<file path="src/rtl/fifo_sync_param_if.sv">
// Handshake/data bundle for fifo_sync_param.
// The master side is the producer/consumer; the slave side is the FIFO itself.
interface fifo_sync_param_if #(
    parameter int WIDTH = 8,
    parameter int DEPTH = 8
);
    localparam int CW = $clog2(DEPTH) + 1;

    logic [WIDTH-1:0] data_in;
    logic             push;
    logic             pop;
    logic [WIDTH-1:0] data_out;
    logic             fifo_empty;
    logic             fifo_full;
    logic             almost_empty;
    logic             almost_full;
    logic [CW-1:0]    fifo_count;
    logic             overflow;
    logic             underflow;

    modport master (
        output data_in, push, pop,
        input  data_out, fifo_empty, fifo_full, almost_empty, almost_full,
               fifo_count, overflow, underflow
    );

    modport slave (
        input  data_in, push, pop,
        output data_out, fifo_empty, fifo_full, almost_empty, almost_full,
               fifo_count, overflow, underflow
    );
endinterface

</file>
<file path="src/rtl/fifo_sync_param.sv">
// Parametrised single-clock FIFO with occupancy count, almost flags,
// overflow/underflow pulses and selectable registered or fall-through read.
module fifo_sync_param #(
    parameter int WIDTH    = 8,
    parameter int DEPTH    = 8,
    parameter int AF_LEVEL = 6,
    parameter int AE_LEVEL = 2,
    parameter int FWFT     = 0
) (
    input  logic               clk,
    input  logic               reset,
    fifo_sync_param_if.slave   bus
);
    localparam int AW = $clog2(DEPTH);
    localparam int CW = AW + 1;
    localparam logic [CW-1:0] DEPTH_C = CW'(DEPTH);
    localparam logic [CW-1:0] AF_C    = CW'(AF_LEVEL);
    localparam logic [CW-1:0] AE_C    = CW'(AE_LEVEL);

    logic [WIDTH-1:0] mem [DEPTH];
    logic [AW-1:0]    write_ptr;
    logic [AW-1:0]    read_ptr;
    logic [CW-1:0]    count;
    logic [CW-1:0]    count_next;
    logic             fifo_empty;
    logic             fifo_full;
    logic             almost_empty;
    logic             almost_full;
    logic             overflow;
    logic             underflow;
    logic             push_acc;
    logic             pop_acc;

    // Acceptance looks only at the registered flags, so a full FIFO rejects
    // a push even when a pop frees a slot in the same cycle.
    always_comb begin
        push_acc = bus.push && !fifo_full;
        pop_acc  = bus.pop && !fifo_empty;
    end

    always_comb begin
        count_next = count;
        case ({push_acc, pop_acc})
            2'b10:   count_next = count + CW'(1);
            2'b01:   count_next = count - CW'(1);
            default: count_next = count;
        endcase
    end

    always_ff @(posedge clk) begin
        if (!reset) begin
            write_ptr    <= '0;
            read_ptr     <= '0;
            count        <= '0;
            fifo_empty   <= 1'b1;
            fifo_full    <= 1'b0;
            almost_empty <= 1'b1;
            almost_full  <= 1'b0;
            overflow     <= 1'b0;
            underflow    <= 1'b0;
        end else begin
            if (push_acc) write_ptr <= write_ptr + AW'(1);
            if (pop_acc)  read_ptr  <= read_ptr + AW'(1);
            count        <= count_next;
            fifo_empty   <= (count_next == '0);
            fifo_full    <= (count_next == DEPTH_C);
            almost_empty <= (count_next <= AE_C);
            almost_full  <= (count_next >= AF_C);
            overflow     <= bus.push && fifo_full;
            underflow    <= bus.pop && fifo_empty;
        end
    end

    // Storage is deliberately left uncleared by reset.
    always_ff @(posedge clk) begin
        if (reset && push_acc) mem[write_ptr] <= bus.data_in;
    end

    generate
        if (FWFT == 0) begin : g_reg_read
            logic [WIDTH-1:0] rd_q;
            always_ff @(posedge clk) begin
                if (!reset)       rd_q <= '0;
                else if (pop_acc) rd_q <= mem[read_ptr];
            end
            assign bus.data_out = rd_q;
        end else begin : g_fwft_read
            assign bus.data_out = fifo_empty ? '0 : mem[read_ptr];
        end
    endgenerate

    assign bus.fifo_empty   = fifo_empty;
    assign bus.fifo_full    = fifo_full;
    assign bus.almost_empty = almost_empty;
    assign bus.almost_full  = almost_full;
    assign bus.fifo_count   = count;
    assign bus.overflow     = overflow;
    assign bus.underflow    = underflow;
endmodule

</file>
<file path="src/flat_wrapper.sv">
// flat-port wrapper written by rule: the top's interface ports become plain ports
module fifo_sync_param_flat 
#(
    parameter int WIDTH    = 8,
    parameter int DEPTH    = 8,
    parameter int AF_LEVEL = 6,
    parameter int AE_LEVEL = 2,
    parameter int FWFT     = 0
)
  (clk, reset, bus_data_in, bus_push, bus_pop, bus_data_out, bus_fifo_empty, bus_fifo_full, bus_almost_empty, bus_almost_full, bus_fifo_count, bus_overflow, bus_underflow);
  fifo_sync_param_if #(.WIDTH(WIDTH), .DEPTH(DEPTH)) bus_i ();
  input  logic clk;
  input  logic reset;
  input wire logic [$bits(bus_i.data_in)-1:0] bus_data_in;
  input wire logic [$bits(bus_i.push)-1:0] bus_push;
  input wire logic [$bits(bus_i.pop)-1:0] bus_pop;
  output wire logic [$bits(bus_i.data_out)-1:0] bus_data_out;
  output wire logic [$bits(bus_i.fifo_empty)-1:0] bus_fifo_empty;
  output wire logic [$bits(bus_i.fifo_full)-1:0] bus_fifo_full;
  output wire logic [$bits(bus_i.almost_empty)-1:0] bus_almost_empty;
  output wire logic [$bits(bus_i.almost_full)-1:0] bus_almost_full;
  output wire logic [$bits(bus_i.fifo_count)-1:0] bus_fifo_count;
  output wire logic [$bits(bus_i.overflow)-1:0] bus_overflow;
  output wire logic [$bits(bus_i.underflow)-1:0] bus_underflow;
  assign bus_i.data_in = bus_data_in;
  assign bus_i.push = bus_push;
  assign bus_i.pop = bus_pop;
  assign bus_data_out = bus_i.data_out;
  assign bus_fifo_empty = bus_i.fifo_empty;
  assign bus_fifo_full = bus_i.fifo_full;
  assign bus_almost_empty = bus_i.almost_empty;
  assign bus_almost_full = bus_i.almost_full;
  assign bus_fifo_count = bus_i.fifo_count;
  assign bus_overflow = bus_i.overflow;
  assign bus_underflow = bus_i.underflow;
  fifo_sync_param #(.WIDTH(WIDTH), .DEPTH(DEPTH), .AF_LEVEL(AF_LEVEL), .AE_LEVEL(AE_LEVEL), .FWFT(FWFT)) u_core (.clk(clk), .reset(reset), .bus(bus_i));
endmodule
</file>
<file path="config.mk">
export PLATFORM = sky130hd
export DESIGN_NAME = fifo_sync_param_flat
export DESIGN_NICKNAME = d
export VERILOG_FILES = /design/src/rtl/fifo_sync_param_if.sv /design/src/rtl/fifo_sync_param.sv /design/src/flat_wrapper.sv
export SDC_FILE = /design/constraint.sdc
export NUM_CORES = 1
export LEC_CHECK = 0
export ABC_CLOCK_PERIOD_IN_PS = 3000
export CORE_MARGIN = 3
export CORE_UTILIZATION = 59
export CTS_BUF_LIST = sky130_fd_sc_hd__clkbuf_4 sky130_fd_sc_hd__clkbuf_8
export CTS_CLUSTER_SIZE = 28
export DETAILED_ROUTE_END_ITERATION = 16
export GPL_TIMING_DRIVEN = 0
export PLACE_DENSITY = 0.81
export SYNTH_ARGS = -nofsm -noshare
export SYNTH_HDL_FRONTEND = slang
export SYNTH_SLANG_ARGS = --single-unit
</file>
<file path="constraint.sdc">
create_clock -name clk -period 3 [get_ports clk]
set_input_delay 0.3 -clock clk [delete_from_list [all_inputs] [get_ports clk]]
set_output_delay 0.3 -clock clk [all_outputs]
set_load 0.02 [all_outputs]
</file>
==> run summary <==
outcome: finished clean
synth top area cells: edfxtp_1 (54%), dfxtp_1 (14%), mux4_2 (5.7%), mux4_1 (5.2%), mux2i_1 (3.4%)
clock sinks: 88
Setup Skew: 0.0122 ns
Gate Count Post-Synth: 211
FMAX: 384 MHz
Reg clk slew, reported paths: 0.08 ns
TritonCTS clock tree: done
Final Cycle Share: 86.7%
initial antenna violation count: 0
Critical R2R Launch: u_core.bus.fifo_full
Logic pwr share: 20.3%
Vias: 1893
# H-tree levels: 3
Setup crit start kind: input port
vias in the first global route: 1956
reg2reg end: u_core.bus.almost_full
Leak Pwr: 0.00149 µW
peak supply drop: 0.000455 V
Hold EP: u_core.bus.fifo_count[0]
Avg Inst Size Synth: 16.7 µm²
Post-CTS Repair Setup Buffers: 0
Hold Path Stages: 2
Die W: 83.3 µm
Max Cap Viol: 0
Mapped Area: 3530 µm²
setup slack, reg-to-reg: 0.49 ns
number of diodes: 0
post-layout util: 73.4%
Initial DRC Count: 214
Chip Height: 83.3 µm
fill count: 344
Num CTS Buffers: 9
global-route wire length before repair: 10600 µm
final WL: 6840 µm
NumNets Final: 267
Seq cells post-synth: 88
Resized cells post-CTS: 0
post-synthesis sequential area ratio: 68.1%
Slew headroom: 15.2%
RD Place Congestion: 0.715
port buffer count: 28
setup_tns: 0 ns
largest net degree at the start of global routing: 16
clock network power share: 30.6%
Overflow after GRT: 0
num rows: 27
CTS Root Cell: clkbuf_8
most frequent cells in the layout: edfxtp_1 (64), clkdlybuf4s50_1 (28), dfxtp_1 (24)
RSZ-0062 raised after global routing: no
DRC viols: 0
worst-skew pair later-pin latency: 0.36 ns
reg2reg path depth: 11
most common cell after layout, fill and taps aside: edfxtp_1
post-route setup slack: 0.399 ns
crit path kind: input port to flop
Hold Buf Count CTS: 0
final antenna-violating net count: 0
arrival time at the worst endpoint: 2.85 ns
Internal Pwr Total: 2140 µW
critical path endpoint category: flop
post-DP HPWL: 4150 µm
Synth area leader: edfxtp_1
initial core utilization: 62.5%
Slew Limit Fails: 0
IO Pins: 30
die area: 6940 µm²
P_sw: 779 µW
share of cells above drive strength 1: 15.3%
core area: 5640 µm²
Sequential Power Share: 49.1%
Hold Crit Class: input port to flop
YS warnings: 0
switch share: 26.7%
Final Non-Filler Cells: 327
pwr dens: 705 nW/µm²
Least-Margin Pin Slew: 1.26 ns
final setup violation count: 0
Syn Nets: 228
final hold vios: 0
HP Start: reset
Worst Path Required: 3.25 ns
total track usage: 20.9%
P&R area growth vs syn: 17.4%
placed cells: 311
post-detailed-route via-to-cell ratio: 5.79
minimum clock period: 2.60 ns
Yosys top cell area share: 54.5%
CTS Buffer Depth: 2
DR WL/cell: 20.9 µm
Worst Path Max Fanout: 6
Synth cell types: 32
Pre-antenna DRT Iters: 4
dpl ws: 0.0717 ns
[per-stage QoR]
| stage | instance area [µm²] | hold slack [ns] | total power [µW] |
|---|---|---|---|
| 2_1_floorplan | 3530 | 0.399 | 1830 |
| 3_3_place_gp | 3900 | 0.479 | 2020 |
| 3_5_place_dp | 3910 | 0.486 | 2040 |
| 4_1_cts | 4130 | 0.395 | 2930 |
| 5_1_grt | 4140 | 0.433 | 3040 |
| 6_report | 4140 | 0.412 | 2920 |
[critical path: stages]
cell             delay, ns
clkdlybuf4s50_1       0.47
nor2b_1               0.12
clkbuf_1              0.26
inv_1                 0.10
ha_1                  0.25
xor2_1                0.18
ha_1                  0.18
a21oi_1               0.16
mux2i_1               0.24
xor2_1                0.34
nor2_1                0.10
o21a_1                0.17
[layer usage]
layer	track usage [%]	share of wire, %	vias to the layer above
li1	-	-	890
met1	27.2	43	935
met2	33.5	51	59
met3	4.27	5.0	9
met4	10.5	1.5	0
met5	0	0	-
[state kept, by name, indices dropped and copies added (netlist names)]
signal	count
u_core.bus.fifo_empty	1
u_core.bus.almost_full	1
u_core.bus.fifo_full	1
u_core.bus.data_out	8
u_core.bus.fifo_count	4
u_core.bus.overflow	1
u_core.bus.underflow	1
u_core.read_ptr	3
u_core.write_ptr	3
u_core.bus.almost_empty	1
u_core.mem	64
[cells by family after synthesis]
group                    count (synthesis)  share of synthesized area [%]
buffers and inverters                   15                           2.84
multiplexers                            28                           14.4
adder cells (fa/ha/maj)                  5                           1.77
AO/OA/AOI/OAI                           16                           3.58
AND/OR/NAND/NOR                         52                           7.62
XOR/XNOR                                 7                           1.74
flip-flops                              88                           68.1
[cells in the mapped netlist (all sizes together)]
cell    instances
edfxtp         64
dfxtp          24
mux4           16
nand2          15
mux2i          12
buf             9
o211a           8
nor2b           7
nor3            7
and2            5
ha              5
nor2            5
clkbuf          4
nand2b          4
o21ai           4
xor2            4
and3            3
nand3           3
xnor2           3
inv             2
a21oi           1
a22oi           1
and4            1
nand3b          1
nand4b          1
o21a            1
o22ai           1
[power by group through the flow]
| stage | clock network, µW | registers, µW | logic (µW) |
|---|---|---|---|
| floorplan | 0 | 1510 | 323 |
| global placement | 0 | 1450 | 571 |
| detailed placement | 0 | 1460 | 585 |
| CTS | 909 | 1430 | 594 |
| global route | 960 | 1440 | 637 |
| finish | 894 | 1430 | 592 |
[how the worst max path moves through the flow]
stage                           from                 endpoint  slack (ns)
2_1_floorplan  u_core.bus.fifo_empty   u_core.bus.almost_full        0.64
3_3_place_gp                bus_push         u_core.mem[5][0]        0.04
6_report                    bus_push   u_core.bus.almost_full        0.40
5_1_grt                     bus_push  u_core.bus.almost_empty        0.19
4_1_cts                      bus_pop   u_core.bus.almost_full        0.43
3_5_place_dp                bus_push   u_core.bus.almost_full        0.07
[cell type report]
class                   instances  area [µm²]  area share [%]
flip-flops and latches         88        2400            58.0
inverters                       2        7.51           0.181
plain buffers                  13        92.6            2.23
clock inverters                 7        95.1            2.30
well taps                      72        90.1            2.17
clock buffers                   9         124            2.99
multi-input cells             108        1050            25.4
repair buffers                 28         280            6.77
(Power assumes the default switching activity.)
